<file path="config.mk">
export PLATFORM = sky130hd
export DESIGN_NAME = mem_ctrl_ram
export DESIGN_NICKNAME = d
export VERILOG_FILES = /design/src/rtl/mem_ctrl_ram.sv
export SDC_FILE = /design/constraint.sdc
export NUM_CORES = 1
export LEC_CHECK = 0
export BUFFER_PORTS_ARGS = -buffer_cell sky130_fd_sc_hd__buf_2
export CAP_MARGIN = 10
export CORE_ASPECT_RATIO = 1.1
export CORE_UTILIZATION = 51
export DETAILED_ROUTE_END_ITERATION = 10
export PLACE_DENSITY = 0.68
export SYNTH_ARGS = -nofsm -noshare
export SYNTH_HDL_FRONTEND = slang
export SYNTH_SLANG_ARGS = --single-unit
</file>
<file path="constraint.sdc">
create_clock -name clk -period 2.5 [get_ports clk]
set_input_delay 0.25 -clock clk [delete_from_list [all_inputs] [get_ports clk]]
set_output_delay 0.25 -clock clk [all_outputs]
set_load 0.01 [all_outputs]
</file>
<file path="src/rtl/mem_ctrl_ram.sv">
// Single-port synchronous RAM with a valid/ready request port, per-lane write enables,
// a back-pressured response register and a post-reset zeroing sweep.
module mem_ctrl_ram #(
    parameter int ADDR_SIZE      = 4,
    parameter int DEPTH          = 2**ADDR_SIZE,
    parameter int WIDTH          = 8,
    parameter int LANE_W         = 8,
    parameter int CLEAR_ON_RESET = 1,
    localparam int LANES         = WIDTH / LANE_W
) (
    input  logic                 clk,
    input  logic                 rst_n,
    input  logic                 req_valid,
    output logic                 req_ready,
    input  logic                 req_we,
    input  logic [ADDR_SIZE-1:0] req_addr,
    input  logic [WIDTH-1:0]     req_wdata,
    input  logic [LANES-1:0]     req_be,
    output logic                 rsp_valid,
    input  logic                 rsp_ready,
    output logic [WIDTH-1:0]     rsp_rdata,
    output logic                 rsp_we,
    output logic                 rsp_err,
    output logic                 busy
);

    typedef enum logic {CLEAR, READY} state_t;

    localparam state_t                 RESET_STATE = (CLEAR_ON_RESET != 0) ? CLEAR : READY;
    localparam logic [ADDR_SIZE:0]     DEPTH_W     = (ADDR_SIZE+1)'(DEPTH);
    localparam logic [ADDR_SIZE-1:0]   LAST_WORD   = ADDR_SIZE'(DEPTH - 1);

    state_t                 state_reg, state_next;
    logic [ADDR_SIZE-1:0]   sweep_cnt_reg, sweep_cnt_next;
    logic                   rsp_valid_reg, rsp_we_reg, rsp_err_reg;
    logic [WIDTH-1:0]       rsp_rdata_reg;

    logic                   accept;
    logic                   in_range;
    logic                   wr_en;
    logic [ADDR_SIZE-1:0]   wr_addr;
    logic [WIDTH-1:0]       wr_data;
    logic [LANES-1:0]       wr_be;
    logic [WIDTH-1:0]       rd_word;

    assign req_ready = (state_reg == READY) && (!rsp_valid_reg || rsp_ready);
    assign busy      = (state_reg == CLEAR);
    assign accept    = req_valid && req_ready;
    assign in_range  = ({1'b0, req_addr} < DEPTH_W);

    assign rsp_valid = rsp_valid_reg;
    assign rsp_we    = rsp_we_reg;
    assign rsp_err   = rsp_err_reg;
    assign rsp_rdata = rsp_rdata_reg;

    // The single write port is shared: the sweep owns it in CLEAR, requests in READY.
    always_comb begin
        state_next     = state_reg;
        sweep_cnt_next = sweep_cnt_reg;
        wr_en          = 1'b0;
        wr_addr        = req_addr;
        wr_data        = req_wdata;
        wr_be          = req_be;
        case (state_reg)
            CLEAR: begin
                wr_en   = 1'b1;
                wr_addr = sweep_cnt_reg;
                wr_data = '0;
                wr_be   = '1;
                if (sweep_cnt_reg == LAST_WORD) begin
                    state_next     = READY;
                    sweep_cnt_next = '0;
                end else begin
                    sweep_cnt_next = sweep_cnt_reg + ADDR_SIZE'(1);
                end
            end
            READY: begin
                wr_en = accept && req_we && in_range;
            end
            default: state_next = RESET_STATE;
        endcase
    end

    // One narrow array per lane so each byte column maps onto its own RAM slice.
    generate
        for (genvar gi = 0; gi < LANES; gi++) begin : g_lane
            logic [LANE_W-1:0] lane_mem [DEPTH];

            always_ff @(posedge clk) begin
                if (wr_en && wr_be[gi]) begin
                    lane_mem[wr_addr] <= wr_data[gi*LANE_W +: LANE_W];
                end
            end

            assign rd_word[gi*LANE_W +: LANE_W] = lane_mem[req_addr];
        end
    endgenerate

    always_ff @(posedge clk or negedge rst_n) begin
        if (!rst_n) begin
            state_reg     <= RESET_STATE;
            sweep_cnt_reg <= '0;
            rsp_valid_reg <= 1'b0;
            rsp_we_reg    <= 1'b0;
            rsp_err_reg   <= 1'b0;
            rsp_rdata_reg <= '0;
        end else begin
            state_reg     <= state_next;
            sweep_cnt_reg <= sweep_cnt_next;
            if (accept) begin
                rsp_valid_reg <= 1'b1;
                rsp_we_reg    <= req_we;
                rsp_err_reg   <= !in_range;
                rsp_rdata_reg <= (!req_we && in_range) ? rd_word : '0;
            end else if (rsp_ready) begin
                rsp_valid_reg <= 1'b0;
            end
        end
    end

endmodule

</file>
==> results.toml, run 1 <==
[worst_setup_path]
crit_fanout = 11
path_cells = "nand3_1, nor2_1, a22o_1"
crit_slowest_cell = "nor2_1"
reg2regPathDepth = 3
critPathTopFamily = "simple AND/OR/NAND/NOR gates"
max_stage_delay_ns = 0.72
reg2reg_from = "state_reg"
path_depth = 3
start_kind = "register"
endpoint_kind = "register"
cp.required_ns = 2.84
reg2reg_slack_ns = 0.51
regToRegEndpoint = "rsp_rdata[6]"
arrival_ns = 2.34
crit_type = "reg -> reg"
path_buf_inv = 0

[sta]
final-hold-violation-count = 0
timing_worst_slew_pin_value_ns = 0.7241
final_max_slew_viol_count = 0
slew_headroom_pct = 51.55
setup_tns_ns = 0
fin_crit_sh_pct = 79.78
finalCriticalPeriod_ns = 1.995
fin_skew_ns = 0.01100
fmax_mhz = 501.4
setup_viol = 0
rsz0062_at_grt = "false"

[logic_synthesis]
async_flop_share_pct = 10.49
synth_area_leaders = "edfxtp_1, mux4_1, dfrtp_1"
yosys_warnings = 0
synthDistinctLibCells = 33
yosysSeqAreaShare_pct = 72.25
syn-num-nets = 312
synth_top_area_share_pct = 65.82
synth_area_um2 = 5839
synth_cells = 293
synth_seq_cells = 143
synth_most_common_cell = "edfxtp_1"
yosys.area.top_type = "edfxtp_1"
synth_ff_type = "edfxtp_1"
synth_common_cells = "edfxtp_1, mux4_1, mux2i_1"
synth_area_per_cell_um2 = 19.93
synth_enable_flop_cells = 128

[cts]
clock-sinks = 143
clock_path_buffers = 2
insertion_delay_ns = 0.41
cts_tree = "built"
cts_max_level = 4
cts_buffers = 17
cts_root_buf = "clkbuf_16"
ctsHoldBuffers = 1
cts_resized = 0
path_clk_slew_ns = 0.06
postCtsSetupRepairBufs = 0

[job]
cap_viol_max_count = 0

[power]
total_power_mw = 5.641
powerDensity_nw_per_um2 = 818.9
ir_drop_v = 0.0004136
p_leak_nw = 2.530

[global_route]
grt_max_degree = 21
globalRouteTotalUtil_pct = 21.38
grt_first_pass_wirelength_mm = 17.57
grt_pass1_vias = 2913
grt-ovfl-total = 0
antenna_found_initial = 0

[drt]
postRouteAntennaNets = 0
via_per_inst = 5.811
drtIter0Drc = 205
vias = 2958
wl_per_cell_um = 22.67
drtPass1Iterations = 5
drc = 0
routed_wl_mm = 11.54

[final_layout]
final_nets = 368
multi_input_comb_area_um2 = 1494
layout-area-overhead-vs-synth_pct = 17.98
fill_cells = 764
regArea_um2 = 4219
antenna_cells = 0
drive_gt1_share_pct = 24.59
largest_reg_flops = 128

[hold_path]
hold_class = "in -> reg"
whs_endpoint = "rsp_we"
hp-start = "req_we"
hold_depth = 2

[die]
io_pins = 31
start_util_pct = 53.03
die-height_um = 114.2
core_area_um2 = 11010
row_count = 40
chipWidth_um = 104.0
die_area_um2 = 11880

[outcome]
outcome = "completed"

[place]
dp_hpwl_mm = 7.130
gp_congestion = 0.8107
numPortBuffers = 29
-- layout by cell type (no fill, tap or decap), drive strengths merged, types with 2 or more instances in the layout --
master | netlist | routed
a22o | 8 | 8
a31oi | 3 | 3
and2 | 8 | 8
buf | 9 | 51
bufinv | 0 | 5
clkbuf | 6 | 21
clkinv | 0 | 6
dfrtp | 15 | 15
edfxtp | 128 | 128
inv | 3 | 3
mux2 | 2 | 2
mux2i | 24 | 24
mux4 | 32 | 32
nand2 | 8 | 8
nand2b | 2 | 2
nand3 | 4 | 4
nor2 | 20 | 20
nor3 | 3 | 3
nor3b | 3 | 3
o21ai | 7 | 7
-- worst max path at each step --
stage / from / endpoint / slack (ns)
after global routing: state_reg / rsp_rdata[1] / 0.36
after detailed placement: req_addr[2] / rsp_rdata[3] / 0.41
after CTS: state_reg / rsp_rdata[6] / 0.47
final: state_reg / rsp_rdata[6] / 0.51
after floorplan: state_reg / g_lane[0].lane_mem[13][0] / 0.63
after global placement: req_addr[2] / rsp_rdata[3] / 0.42
-- worst register-to-register path, cell delays in order (launching register included) --
cell	delay [ns]
dfrtp_1	0.52
nand3_1	0.46
nor2_1	0.72
a22o_1	0.24
-- power breakdown --
group / internal [mW] / switching (mW)
Combinational: 0.118 / 0.152
Clock: 1.82 / 0.901
Sequential: 2.63 / 0.0176
-- per-layer routing --
metal  track usage [%]  up-vias  routed length [um]  share of wire (%)
li1                  -     1324                   -                  -
met1             27.48     1500                4925                 43
met2             35.29      128                5799                 50
met3             5.976        6                 690                6.0
met4             7.619        0                 123                1.1
met5                 0        -                   0                  0
-- cells by family after synthesis --
kind of cell	Yosys count	synth area share, %
and+or+nand+nor	50	4.093
other	1	0.06422
xor gates and xnor gates	1	0.1500
AOI/OAI and AO/OA	21	2.486
adders and majority gates	1	0.2142
buffers and inverters	18	2.164
muxes	58	18.58
DFF	143	72.25
-- final cells by class --
cell class              count  share of cell area, %
multi-input cells         132                  21.69
clock buffers              21                  6.684
well taps                 147                  2.670
clock inverters            11                  2.724
repair buffers             52                  4.831
flip-flops and latches    143                  61.24
inverters                   3                 0.1635
-- per-stage QoR --
| stage | utilization [%] | std cells | hold WS [ns] | instance area [um2] | worst slack, ns |
|---|---|---|---|---|---|
| after global routing | 62.57 | 509 | 0.08701 | 6889 | 0.3648 |
| after floorplan | - | 293 | -0.04559 | 5839 | 0.6309 |
| final | 62.57 | 509 | 0.1013 | 6889 | 0.5055 |
| after global placement | 56.59 | 476 | 0.1854 | 6231 | 0.4244 |
| after CTS | 62.57 | 509 | 0.08922 | 6889 | 0.4692 |
| after detailed placement | 56.59 | 476 | 0.1833 | 6231 | 0.4055 |
(Power assumes the default switching activity.)
==> run 2: changes to the inputs <==
==> constraint.sdc (replaced) <==
create_clock -name clk -period 2 [get_ports clk]
set_input_delay 0.2 -clock clk [delete_from_list [all_inputs] [get_ports clk]]
set_output_delay 0.2 -clock clk [all_outputs]
set_load 0.01 [all_outputs]
==> results.toml, run 2 (synthesis gave the netlist of run 1 again) <==
[place]
gp_congestion = 0.8139
numPortBuffers = 29
place_worst_setup_slack_ns = -0.06837
dp_hpwl_mm = 7.722
dp.cells = 485

[worst_setup_path]
regToRegEndpoint = "g_lane[0].lane_mem[6][1]"
crit_fanout = 15
reg2reg_slack_ns = 0.14
cp.required_ns = 2.11
endpoint_kind = "register"
path_common_cell = "buf_4"
crit_type = "reg -> reg"
path_depth = 6
crit_end = "g_lane[0].lane_mem[6][1]"
reg2regPathDepth = 6
start_kind = "register"
path_buf_inv = 2
arrival_ns = 1.97
path_cells = "buf_4, nand2b_1, o21ai_0, nand2_2, nor2_1, buf_4"
max_stage_delay_ns = 0.45
reg2reg_from = "state_reg"
critPathTopFamily = "simple AND/OR/NAND/NOR gates"
crit_slowest_cell = "dfrtp_1"
crit_path_start = "state_reg"

[drt]
via_per_inst = 5.826
vias = 3018
routed_wl_mm = 11.69
drc = 0
postRouteAntennaNets = 0
drtPass1Iterations = 4
wl_per_cell_um = 22.57
drtIter0Drc = 241

[final_layout]
finish.utilization_pct = 63.16
layout-area-overhead-vs-synth_pct = 19.09
antenna_cells = 0
final_nets = 377
final_cells = 518
final_common_cell = "edfxtp_1"
largest_reg_flops = 128
drive_gt1_share_pct = 26.15
layout_common_cells = "edfxtp_1, buf_2, buf_4, mux4_1, mux2i_1"

[cts]
clock-sinks = 143
cts_tree = "built"
clock_path_buffers = 2
cts_buffers = 17
cts_root_buf = "clkbuf_16"
path_clk_slew_ns = 0.05
cts_max_level = 4
insertion_delay_ns = 0.41

[sta]
fin_skew_ns = 0.005783
hold_slack_ns = 0.06419
timing_worst_slew_pin_value_ns = 0.6483
finalCriticalPeriod_ns = 1.859
slew_headroom_pct = 56.78
final_max_slew_viol_count = 0
fin_crit_sh_pct = 92.95
fmax_mhz = 537.9
setup_viol = 0
fin_ws_ns = 0.1411
final-hold-violation-count = 0

[die]
chipWidth_um = 104.0
core_area_um2 = 11010
die-height_um = 114.2
row_count = 40
io_pins = 31
die_area_um2 = 11880
start_util_pct = 53.03

[job]
cap_viol_max_count = 0

[global_route]
grt_max_degree = 19
antenna_found_initial = 0
globalRouteTotalUtil_pct = 21.83
grt-ovfl-total = 0
grt_pass1_vias = 3057
grt_first_pass_wirelength_mm = 18.10

[power]
p_leak_nw = 2.561
total_power_mw = 6.937
powerDensity_nw_per_um2 = 997.6
ir_drop_v = 0.0005712

[outcome]
outcome = "completed"

[hold_path]
hold_class = "in -> reg"
[run 2: power breakdown]
| group | switching [mW] | total [mW] | internal (mW) | leakage (nW) |
|---|---|---|---|---|
| registers | 0.0211 | 3.31 | 3.29 | 1.34 |
| clock network | 1.14 | 3.26 | 2.12 | 0.298 |
| logic | 0.203 | 0.367 | 0.163 | 0.919 |
| total | 1.36 | 6.94 | 5.58 | 2.56 |
[run 2: layout make-up]
type | instances | area [um2]
Timing Repair Buffer | 61 | 425.4
Multi-Input combinational cell | 132 | 1496
Inverter | 3 | 11.26
Clock inverter | 10 | 163.9
Fill cell | 758 | 4056
Clock buffer | 22 | 454.2
Sequential cell | 143 | 4219
Tap cell | 147 | 183.9
[run 2: what timing repair did]
item	in CTS	in global routing
endpoints found under the setup margin	0	28
buffers inserted	0	0
hold buffers	1	0
gates resized for setup	0	3
endpoints found under the hold margin	15	0
[run 2: worst min-delay path by stage]
stage                       from               end  cells after the start
after floorplan            rst_n      rsp_rdata[0]                      0
after CTS                 req_we            rsp_we                      2
final                     req_we            rsp_we                      2
after global placement     rst_n  sweep_cnt_reg[3]                      1
after global routing      req_we            rsp_we                      2
after detailed placement   rst_n  sweep_cnt_reg[2]                      1
[run 2: worst reg2reg max path, cell delays in order, from the launching register on]
cell and delay (ns):
dfrtp_1 0.45, buf_4 0.22, nand2b_1 0.19, o21ai_0 0.23, nand2_2 0.15, nor2_1 0.12
buf_4 0.20
[run 2: metrics by stage]
step | area [um2] | setup TNS, ns
floorplan | 5839 | 0
global placement | 6324 | -0.03017
detailed placement | 6324 | -0.06837
CTS | 6952 | 0
global route | 6954 | -0.02366
finish | 6954 | 0
[run 2: per-layer routing]
metal | GRT usage (%) | share of wire [%]
met1 | 28.94 | 43
met2 | 34.49 | 48
met3 | 5.521 | 6.1
met4 | 10.00 | 3.0
met5 | 0 | 0
